[src/rtl/morse_pkg.sv]
// Shared definitions for the Morse letter path: FSM state encoding and symbol constants.
package morse_pkg;

   typedef enum logic [1:0] {
      IDLE,
      SYM_ON,
      SYM_GAP,
      LTR_GAP
   } morse_state_e;

   localparam int unsigned MAX_LETTER_LEN = 4;
   localparam logic        SYM_DOT        = 1'b0;
   localparam logic        SYM_DASH       = 1'b1;

endpackage

[src/rtl/morse_unit_tick.sv]
// Time-unit prescaler: one-cycle tick every TICK_CYCLES clocks, restarted by clr.
module morse_unit_tick #(
   parameter int unsigned TICK_CYCLES = 25_000_000
) (
   input  logic clk,
   input  logic rst_n,
   input  logic clr,
   output logic tick
);

   localparam int unsigned PW = (TICK_CYCLES > 1) ? $clog2(TICK_CYCLES) : 1;
   localparam logic [PW-1:0] LAST = PW'(TICK_CYCLES - 1);

   logic [PW-1:0] cnt_q, cnt_d;

   always_comb begin
      tick  = (cnt_q == LAST);
      cnt_d = cnt_q + PW'(1);
      if (clr || tick) cnt_d = '0;
   end

   always_ff @(posedge clk or negedge rst_n) begin
      if (!rst_n) cnt_q <= '0;
      else        cnt_q <= cnt_d;
   end

endmodule

[src/rtl/morse_symbol_sequencer.sv]
// Plays one latched Morse letter on a single LED with a start/busy/done handshake.
module morse_symbol_sequencer
   import morse_pkg::*;
#(
   parameter int unsigned TICK_CYCLES      = 25_000_000,
   parameter int unsigned DOT_UNITS        = 1,
   parameter int unsigned DASH_UNITS       = 3,
   parameter int unsigned SYM_GAP_UNITS    = 1,
   parameter int unsigned LETTER_GAP_UNITS = 3
) (
   input  logic       clk,
   input  logic       rst_n,
   input  logic       start,
   input  logic [3:0] letter_size,
   input  logic [3:0] letter_symbols,
   output logic       busy,
   output logic       done,
   output logic       led_out
);

   localparam logic [3:0] DOT_U  = 4'(DOT_UNITS);
   localparam logic [3:0] DASH_U = 4'(DASH_UNITS);
   localparam logic [3:0] SGAP_U = 4'(SYM_GAP_UNITS);
   localparam logic [3:0] LGAP_U = 4'(LETTER_GAP_UNITS);

   morse_state_e state_q, state_d;
   logic [3:0]   shreg_q, shreg_d;
   logic [2:0]   rem_q, rem_d;
   logic [3:0]   units_q, units_d;
   logic         led_q, led_d;
   logic         busy_q, busy_d;
   logic         done_q, done_d;
   logic         tick, clr, expire;
   logic [3:0]   dur;
   logic [3:0]   shamt;

   morse_unit_tick #(.TICK_CYCLES(TICK_CYCLES)) u_tick (
      .clk   (clk),
      .rst_n (rst_n),
      .clr   (clr),
      .tick  (tick)
   );

   always_comb begin
      state_d = state_q;
      shreg_d = shreg_q;
      rem_d   = rem_q;
      units_d = units_q;
      done_d  = 1'b0;
      shamt   = 4'(MAX_LETTER_LEN) - letter_size;

      unique case (state_q)
         SYM_ON:  dur = (shreg_q[3] == SYM_DASH) ? DASH_U : DOT_U;
         SYM_GAP: dur = SGAP_U;
         LTR_GAP: dur = LGAP_U;
         default: dur = '0;
      endcase
      expire = tick && (units_q == dur - 4'd1);
      if (tick) units_d = units_q + 4'd1;

      unique case (state_q)
         IDLE: begin
            if (start && (letter_size != '0) && (letter_size <= 4'(MAX_LETTER_LEN))) begin
               shreg_d = letter_symbols << shamt;
               rem_d   = letter_size[2:0];
               state_d = SYM_ON;
            end
         end
         SYM_ON: begin
            if (expire) begin
               shreg_d = {shreg_q[2:0], 1'b0};
               rem_d   = rem_q - 3'd1;
               state_d = (rem_d != '0) ? SYM_GAP : LTR_GAP;
            end
         end
         SYM_GAP: if (expire) state_d = SYM_ON;
         LTR_GAP: begin
            if (expire) begin
               state_d = IDLE;
               done_d  = 1'b1;
            end
         end
         default: state_d = IDLE;
      endcase

      // Every transition is a state change, so entry restarts both unit counter and prescaler.
      clr = (state_d != state_q);
      if (clr) units_d = '0;

      led_d  = (state_d == SYM_ON);
      busy_d = (state_d != IDLE);
   end

   always_ff @(posedge clk or negedge rst_n) begin
      if (!rst_n) begin
         state_q <= IDLE;
         shreg_q <= '0;
         rem_q   <= '0;
         units_q <= '0;
         led_q   <= 1'b0;
         busy_q  <= 1'b0;
         done_q  <= 1'b0;
      end else begin
         state_q <= state_d;
         shreg_q <= shreg_d;
         rem_q   <= rem_d;
         units_q <= units_d;
         led_q   <= led_d;
         busy_q  <= busy_d;
         done_q  <= done_d;
      end
   end

   assign led_out = led_q;
   assign busy    = busy_q;
   assign done    = done_q;

endmodule

[config.mk]
export PLATFORM = sky130hd
export DESIGN_NAME = morse_symbol_sequencer
export DESIGN_NICKNAME = d
export VERILOG_FILES = /design/src/rtl/morse_pkg.sv /design/src/rtl/morse_unit_tick.sv /design/src/rtl/morse_symbol_sequencer.sv
export SDC_FILE = /design/constraint.sdc
export NUM_CORES = 1
export LEC_CHECK = 0
export CAP_MARGIN = 20
export CORE_UTILIZATION = 55
export CTS_CLUSTER_SIZE = 10
export DETAILED_ROUTE_END_ITERATION = 8
export GPL_ROUTABILITY_DRIVEN = 0
export GPL_TIMING_DRIVEN = 1
export PLACE_DENSITY = 0.75
export SETUP_SLACK_MARGIN = 0.4
export SLEW_MARGIN = 20
export SYNTH_ARGS = -nofsm -noshare
export SYNTH_HDL_FRONTEND = slang
export SYNTH_SLANG_ARGS = --single-unit
[constraint.sdc]
create_clock -name clk -period 5.72 [get_ports clk]
set_input_delay 0.572 -clock clk [delete_from_list [all_inputs] [get_ports clk]]
set_output_delay 0.572 -clock clk [all_outputs]
set_load 0.02 [all_outputs]
==> flow_metrics.env, run 1 <==
export IMPL_outcome="finished clean"
export IMPL_fmax_mhz=355
export IMPL_io_buffers=13
export IMPL_core_area_mm2=0.00400
export IMPL_period_share_pct=49.3
export IMPL_fin_skew_ns=0.00644
export IMPL_max_slew_margin_pct=39.6
export IMPL_fin_ws_ns=2.90
export IMPL_pwr_share_seq_pct=58.6
export IMPL_min_period_ns=2.82
export IMPL_syn2layout_area_growth_pct=10.3
export IMPL_switchingPower_uw=110
export IMPL_final_core_util_pct=63.2
export IMPL_ys_ff_latch=41
export IMPL_dpl_worst_slack_ns=2.56
export IMPL_clkTransAtPathRegs_ns=0.08
export IMPL_cts_buffer_depth=2
export IMPL_cts_sinks=41
export IMPL_holdWs_ns=0.405
export IMPL_placedInstanceArea_mm2=0.00244
export IMPL_dieHeight_um=66.5
export IMPL_fin_area_mm2=0.00253
export IMPL_hold_viol=0
export IMPL_synth_cells=240
export IMPL_cp_arrival_ns=3.03
export IMPL_p_sw_share_pct=22.3
export IMPL_grt_pass1_wl_um=7130
export IMPL_clockRootBuffer="clkbuf_8"
export IMPL_first_global_vias=1552
export IMPL_first_pass_iters=4
export IMPL_worstSetupPathType="in -> reg"
export IMPL_layout_drive_gt1_share_pct=6.69
export IMPL_dr_total_vias=1725
export IMPL_dp_hpwl_um=2990
export IMPL_route_detailed_drc=0
export IMPL_drtAntennaViolNets=0
export IMPL_maxCapViolCount=0
export IMPL_ir_drop_mv=0.156
export IMPL_yosys_warnings=0
export IMPL_wl_um=4240
export IMPL_antenna_found_initial=0
export IMPL_initial_utilization_pct=57.2
export IMPL_synth_main_ff_cell="dfrtp_1"
export IMPL_cp_data_required_time_ns=5.93
export IMPL_synth_edf_count=0
export IMPL_nFillCells=349
export IMPL_ys_types=52
export IMPL_drt_vias_per_instance=5.67
export IMPL_cts_resized=0
export IMPL_p_int_uw=384
export IMPL_crit_fanout=24
export IMPL_cts_tree="yes"
export IMPL_overflow=0
export IMPL_leakage_nw=1.08
export IMPL_ios=14
export IMPL_final_instance_count_excl_fill=304
export IMPL_pwr_share_comb_pct=4.4
export IMPL_row_count=23
export IMPL_insertion_delay_ns=0.29
export IMPL_antenna_cells=0
export IMPL_htree_levels=2
export IMPL_syn_area_mm2=0.00229
export IMPL_placedCellCount=296
export IMPL_synth_fp_nets=256
export IMPL_critPathLaunchType="primary input"
export IMPL_hp_class="in -> async"
export IMPL_grt_max_degree=42
export IMPL_die_area_mm2=0.00442
export IMPL_cellPowerDensity_mw_per_mm2=196
export IMPL_nets=269
export IMPL_worstMarginPinSlew_ns=0.906
export IMPL_synth_async_reset_ratio_pct=100
export IMPL_p_clk_share_pct=36.9
export IMPL_power_uw=494
export IMPL_wl_per_cell_um=14.0
export IMPL_endpoint_kind="flop"
export IMPL_slew_violations=0
export IMPL_numCtsBuffers=5
export IMPL_drtIter0Drc=96
export IMPL_yosysSeqAreaShare_pct=44.8
export IMPL_avgSynthCellArea_um2=9.54
export IMPL_setup_viol=0
export IMPL_die_width_um=66.5
export IMPL_cts_hold_buf=0
export IMPL_grt_util_all_layers_pct=21.7
export IMPL_rsz0062_at_grt="false"
export IMPL_setup_tns_ns=0
export IMPL_cts_setup_buffers=0
power by group through the flow:
stage          registers (mW)  logic [mW]  clock network (mW)
2_1_floorplan           0.295     0.00804                   0
3_3_place_gp            0.295      0.0225                   0
3_5_place_dp            0.295      0.0225                   0
4_1_cts                 0.290      0.0225               0.187
5_1_grt                 0.290      0.0243               0.198
6_report                0.290      0.0219               0.182
critical path: stages:
cell,delay [ns]
clkdlybuf4s50_1,0.60
inv_1,0.10
ha_1,0.23
and2_1,0.19
o2111ai_1,0.61
nand2_2,0.48
a21oi_1,0.24
kinds of logic (layout without fill, tap and decap cells):
group | Yosys count | count (layout) | share of synthesized area (%)
fa+ha+maj | 5 | 5 | 2.73
compound gates | 31 | 31 | 10.4
buf+inv | 19 | 33 | 3.44
flops | 41 | 41 | 44.8
mux | 8 | 8 | 3.88
xor+xnor | 24 | 24 | 9.18
simple gates | 112 | 112 | 25.5
registers in the layout (all words and copies together) (netlist names):
signal        cells
shreg_q           4
done              1
state_q           2
rem_q             3
led_out           1
units_q           4
busy              1
u_tick.cnt_q     25
layout make-up:
type | count | area (um2) | area share (%)
clock inverters | 2 | 10.0 | 0.396
clock buffers | 6 | 72.6 | 2.87
inverters | 12 | 45.0 | 1.78
flip-flops and latches | 41 | 1030 | 40.6
multi-input cells | 180 | 1180 | 46.9
well taps | 50 | 62.6 | 2.48
repair buffers | 13 | 125 | 4.95
Yosys cell counts (all sizes together) (2+ instances only):
cell type  instances  area (um2)
a2111oi            2        42.5
a21oi              8        40.0
a31oi              2        18.8
and2               3        18.8
and3               3        18.8
and4               4        35.0
buf                2        15.0
clkbuf             5        18.8
dfrtp             41        1030
ha                 5        62.6
inv               12        45.0
mux2               4        48.8
mux2i              4        40.0
nand2             24        92.6
nand3             11        55.1
nand3b             2        15.0
nand4              7        43.8
nor2              33         124
nor3               8        51.3
nor4               3        18.8
o21ai              7        35.0
or3                4        25.0
or4                3        26.3
xnor2             17         149
xor2               7        61.3
routing by layer:
layer	share of wire [%]	up-vias	global-route usage [%]
met5	0	-	0
met3	2.4	7	4.62
met4	1.3	0	7.98
met1	51	815	31.1
li1	-	878	-
met2	45	25	32.0
cells in the final DEF (no fill, tap or decap), types with 3 or more instances in the layout:
cell             netlist  routed
and4_1                 4       4
ha_1                   5       5
a21oi_1                8       8
nand2_1               23      23
nand3_1               11      11
nor2_1                33      33
and3_1                 3       3
xnor2_1               17      17
inv_1                 12      12
or3_1                  4       4
dfrtp_1               41      41
nor4_1                 3       3
xor2_1                 7       7
mux2i_1                4       4
clkbuf_8               0       5
nand4_1                7       7
o21ai_0                6       6
nor3_1                 7       7
clkdlybuf4s50_1        0      12
and2_1                 3       3
final timing paths:
check                           startpoint  cells past startpoint  slack, ns          endpoint
max reg2reg                u_tick.cnt_q[7]                      5       3.06  u_tick.cnt_q[19]
max in group asynchronous            rst_n                      1       4.75  u_tick.cnt_q[13]
min                                  rst_n                      1       0.40        units_q[1]
max                         letter_size[0]                      7       2.90  u_tick.cnt_q[24]
min reg2reg                u_tick.cnt_q[0]                      1       0.45   u_tick.cnt_q[0]
min in group clk           u_tick.cnt_q[0]                      1       0.45   u_tick.cnt_q[0]
Power figures use the tool's default switching activity.
==> run 2, diff against run 1 <==
- clock period: 5.72 -> 2.8 ns (I/O delays scaled with it)
==> run 2 against run 1 <==
Net effect:
- clock-buffer cell count down 1
- sequential share of layout area fell by 2.3 points
- clock skew fell by 0.0021 ns
- die area unchanged
- hold slack got worse by 0.30 ns
- cell area is 6.0% higher
- sequential power grew 100%
- via count up 4.3%
- non-clock buffer count up 12
- critical path depth fell by 1
- total power up 100%
- register-to-register slack got worse by 2.6 ns
==> flow_metrics.env, run 2 (same netlist as run 1, synthesis figures left out) <==
export IMPL_outcome="finished clean"
export IMPL_rsz0062_at_grt="true"
export IMPL_pwr_share_seq_pct=58.5
export IMPL_dp_hpwl_um=3220
export IMPL_io_buffers=13
export IMPL_regMostFlops="u_tick.cnt_q"
export IMPL_die_width_um=66.5
export IMPL_route_detailed_drc=0
export IMPL_insertion_delay_ns=0.29
export IMPL_max_slew_margin_pct=41.9
export IMPL_endpoint_kind="flop"
export IMPL_p_clk_share_pct=36.9
export IMPL_cts_sinks=41
export IMPL_final_core_util_pct=67.0
export IMPL_htree_levels=2
export IMPL_antenna_cells=0
export IMPL_dr_total_vias=1800
export IMPL_switchingPower_uw=227
export IMPL_setup_tns_ns=0
export IMPL_initial_utilization_pct=57.2
export IMPL_numCtsBuffers=5
export IMPL_worstSetupPathType="reg -> reg"
export IMPL_ir_drop_mv=0.290
export IMPL_hp_class="in -> async"
export IMPL_cellPowerDensity_mw_per_mm2=377
export IMPL_p_sw_share_pct=22.5
export IMPL_min_period_ns=2.37
export IMPL_final_instance_count_excl_fill=316
export IMPL_syn2layout_area_growth_pct=17.0
export IMPL_wl_um=4650
export IMPL_grt_pass1_wl_um=7830
export IMPL_cp_arrival_ns=2.61
export IMPL_largest_reg_flops=25
export IMPL_pwr_share_comb_pct=4.6
export IMPL_reg_largest_list="u_tick.cnt_q (25), shreg_q (4), units_q (4)"
export IMPL_mostFrequentLayoutCells="dfrtp_1, nor2_1, nand2_1"
export IMPL_slew_violations=0
export IMPL_drt_vias_per_instance=5.70
export IMPL_grt_util_all_layers_pct=23.6
export IMPL_cts_buffer_depth=2
export IMPL_ios=14
export IMPL_final_common_cell="dfrtp_1"
export IMPL_wl_per_cell_um=14.7
export IMPL_clkTransAtPathRegs_ns=0.08
export IMPL_drtIter0Drc=208
export IMPL_leakage_nw=1.15
export IMPL_crit_fanout=8
export IMPL_maxCapViolCount=0
export IMPL_p_int_uw=784
export IMPL_worstMarginPinSlew_ns=0.872
export IMPL_period_share_pct=84.7
export IMPL_cts_tree="yes"
export IMPL_die_area_mm2=0.00442
export IMPL_hold_viol=0
export IMPL_setup_viol=0
export IMPL_first_pass_iters=4
export IMPL_cts_hold_buf=0
export IMPL_grt_max_degree=42
export IMPL_cp_data_required_time_ns=3.04
export IMPL_layout_drive_gt1_share_pct=12.0
export IMPL_core_area_mm2=0.00400
export IMPL_fin_skew_ns=0.00432
export IMPL_clockRootBuffer="clkbuf_8"
export IMPL_nFillCells=329
export IMPL_critPathLaunchType="flop"
export IMPL_nets=281
export IMPL_fmax_mhz=421
export IMPL_overflow=0
export IMPL_antenna_found_initial=0
export IMPL_row_count=23
export IMPL_dieHeight_um=66.5
export IMPL_first_global_vias=1715
export IMPL_drtAntennaViolNets=0
export IMPL_placedCellCount=302
run 2: area by class of cell:
type	count	area (um2)	share of cell area, %
multi-input cells	180	1230	45.8
clock buffers	5	68.8	2.57
clock inverters	3	17.5	0.654
flip-flops and latches	41	1030	38.3
repair buffers	25	231	8.64
inverters	12	45.0	1.68
well taps	50	62.6	2.34
run 2: power by group through the flow:
stage / sequential, mW / combinational, mW / clock, mW
3_3_place_gp: 0.603 / 0.0463 / 0
3_5_place_dp: 0.603 / 0.0472 / 0
2_1_floorplan: 0.604 / 0.0164 / 0
6_report: 0.592 / 0.0463 / 0.373
5_1_grt: 0.592 / 0.0521 / 0.408
4_1_cts: 0.591 / 0.0473 / 0.382
run 2: repair_timing:
action                                  CTS  global route
endpoints found under the hold margin     0             0
endpoints found under the setup margin   30             8
resized for setup                         2             6
buffers inserted                          4             2
pin swaps                                 4             2
run 2: critical path: stages, from the launching register on:
cell,delay [ns]
dfrtp_1,0.41
or4_1,0.50
or4_4,0.58
a2111oi_4,0.30
buf_6,0.18
mux2_4,0.29
nand2_1,0.05
run 2: final timing paths:
check	cells after the start	to	from	slack, ns
worst max-delay path	6	rem_q[2]	u_tick.cnt_q[8]	0.43
worst min-delay path	1	done	rst_n	0.10
worst max register to register	6	rem_q[2]	u_tick.cnt_q[8]	0.43
worst min register to register	1	u_tick.cnt_q[0]	u_tick.cnt_q[0]	0.46
max in group asynchronous	1	u_tick.cnt_q[10]	rst_n	2.15
min in group clk	1	u_tick.cnt_q[0]	u_tick.cnt_q[0]	0.46
run 2: metal layers:
| layer | vias up | wire length [um] | GRT usage, % |
|---|---|---|---|
| met4 | 0 | 48 | 8.51 |
| li1 | 893 | - | - |
| met1 | 884 | 2170 | 30.5 |
| met3 | 5 | 93 | 4.62 |
| met5 | - | 0 | 0 |
| met2 | 18 | 2350 | 39.3 |
run 2: stage by stage:
stage	hold slack, ns	setup WS (ns)	instance area, um2	total power, mW
2_1_floorplan	-0.0156	0.407	2290	0.620
3_3_place_gp	0.441	0.299	2500	0.650
3_5_place_dp	0.444	0.238	2500	0.651
4_1_cts	0.138	0.433	2630	1.02
5_1_grt	0.188	0.374	2680	1.05
6_report	0.100	0.427	2680	1.01
==> run 3, diff against run 2 <==
- clock period: 2.8 -> 2.4 ns (I/O delays scaled with it)
==> run 3 against run 2 <==
Net effect:
- cell area increased by 6.9%
- total power increased by 19%
- highest routed layer unchanged
- clock power increased by 23%
- critical path type unchanged
- first-iteration DRC count decreased by 5.3%
- final cell count increased by 2.5%
==> flow_metrics.env, run 3 (same netlist as run 1, synthesis figures left out) <==
export IMPL_layout_drive_gt1_share_pct=24.1
export IMPL_cts_buffer_depth=2
export IMPL_cts_sinks=41
export IMPL_cp_common_cell="or4_4"
export IMPL_slew_violations=0
export IMPL_syn2layout_area_growth_pct=25.1
export IMPL_regMostFlops="u_tick.cnt_q"
export IMPL_final_common_cell="dfrtp_1"
export IMPL_hold_viol=0
export IMPL_drt_vias_per_instance=5.80
export IMPL_initial_utilization_pct=57.2
export IMPL_die_area_mm2=0.00442
export IMPL_numCtsBuffers=5
export IMPL_worstSetupPathType="reg -> reg"
export IMPL_route_detailed_drc=0
export IMPL_period_share_pct=98.2
export IMPL_critPathLaunchType="flop"
export IMPL_drtIter0Drc=197
export IMPL_nFillCells=296
export IMPL_crit_chain="or4_4 -> or4_4 -> or3_4 -> nand2_4 -> nor2_1"
export IMPL_antenna_found_initial=0
export IMPL_first_global_vias=1790
export IMPL_cp_data_required_time_ns=2.58
export IMPL_ios=14
export IMPL_setup_tns_ns=0
export IMPL_slowest_delay_ns=0.58
export IMPL_clockRootBuffer="clkbuf_8"
export IMPL_outcome="finished clean"
export IMPL_maxCapViolCount=0
export IMPL_fmax_mhz=424
export IMPL_worstMarginPinSlew_ns=0.925
export IMPL_insertion_delay_ns=0.30
export IMPL_final_core_util_pct=71.6
export IMPL_dp_hpwl_um=3190
export IMPL_worst_r2r_startpoint="u_tick.cnt_q[8]"
export IMPL_mostFrequentLayoutCells="dfrtp_1, nand2_1, nor2_1"
export IMPL_grt_pass1_wl_um=8460
export IMPL_min_period_ns=2.36
export IMPL_cts_tree="yes"
export IMPL_crit_fanout=8
export IMPL_placedInstanceArea_mm2=0.00254
export IMPL_wl_um=5120
export IMPL_cts_hold_buf=0
export IMPL_cellPowerDensity_mw_per_mm2=420
export IMPL_fin_area_mm2=0.00286
export IMPL_io_buffers=13
export IMPL_worst_path_buf_inv=0
export IMPL_dr_total_vias=1878
export IMPL_max_slew_margin_pct=38.3
export IMPL_power_mw=1.20
export IMPL_largest_reg_flops=25
export IMPL_hp_class="in -> async"
export IMPL_wl_per_cell_um=15.8
export IMPL_cp_arrival_ns=2.54
export IMPL_first_pass_iters=4
export IMPL_core_area_mm2=0.00400
export IMPL_reg_largest_list="u_tick.cnt_q (25), shreg_q (4), units_q (4)"
export IMPL_die_width_um=66.5
export IMPL_critical_path_top_delay_family="simple AND/OR/NAND/NOR gates"
export IMPL_crit_slowest_cell="or4_4"
export IMPL_grt_util_all_layers_pct=26.0
export IMPL_crit_start="u_tick.cnt_q[8]"
export IMPL_htree_levels=2
export IMPL_antenna_cells=0
export IMPL_nets=290
export IMPL_drtAntennaViolNets=0
export IMPL_clkTransAtPathRegs_ns=0.08
export IMPL_setup_viol=0
export IMPL_fin_skew_ns=0.00836
export IMPL_overflow=0
export IMPL_grt_max_degree=42
export IMPL_ir_drop_mv=0.395
export IMPL_endpoint_kind="flop"
export IMPL_rsz0062_at_grt="true"
export IMPL_dieHeight_um=66.5
export IMPL_holdWs_ns=0.0803
export IMPL_leakage_nw=1.18
export IMPL_row_count=23
run 3: changes by cell type in the layout (fill, tap and decap cells not counted), moves of 3 or more:
cell     delta
nor2_1     -14
nor2_2     +11
nor2_4      +3
nand2_4     +3
o21ai_2     +3
buf_4       +5
run 3: worst paths after layout:
check / endpoint / slack [ns] / depth (start not counted)
setup / recovery: u_tick.cnt_q[8] / 0.04 / 5
hold / removal: led_out / 0.08 / 1
setup reg to reg: u_tick.cnt_q[8] / 0.04 / 5
hold reg to reg: u_tick.cnt_q[0] / 0.45 / 1
max in group asynchronous: u_tick.cnt_q[9] / 1.74 / 1
min in group clk: u_tick.cnt_q[0] / 0.45 / 1
run 3: cell type report:
cell class	instances	area [um2]	area share, %
timing repair buffer	31	272	9.48
multi-input combinational	183	1370	47.9
sequential	41	1030	35.8
inverter	12	45.0	1.57
tap	50	62.6	2.18
clock buffer	7	86.3	3.01
run 3: metrics by stage:
step	worst slack, ns	instances
global route	-0.000126	324
CTS	0.0879	322
floorplan	0.0714	240
global placement	0.0663	307
detailed placement	0.0491	307
finish	0.0426	324
run 3: metal layers:
layer,track usage [%],part of all wire [%],up-vias
met4,7.18,0.78,0
met1,33.7,46,912
li1,-,-,925
met2,43.6,51,37
met5,0,0,-
met3,5.99,3.0,4
run 3: report_power, final:
group / internal, mW / switching (mW) / leakage (nW) / total [mW]
logic: 0.0236 / 0.0308 / 0.622 / 0.0544
registers: 0.690 / 0 / 0.517 / 0.690
clock network: 0.228 / 0.229 / 0.0443 / 0.457
run 3: what timing repair did:
action,in CTS,in global routing
resized for setup,20,19
pin swaps,7,5
buffers inserted,6,1
setup endpoints to repair,41,41
gates cloned,2,1
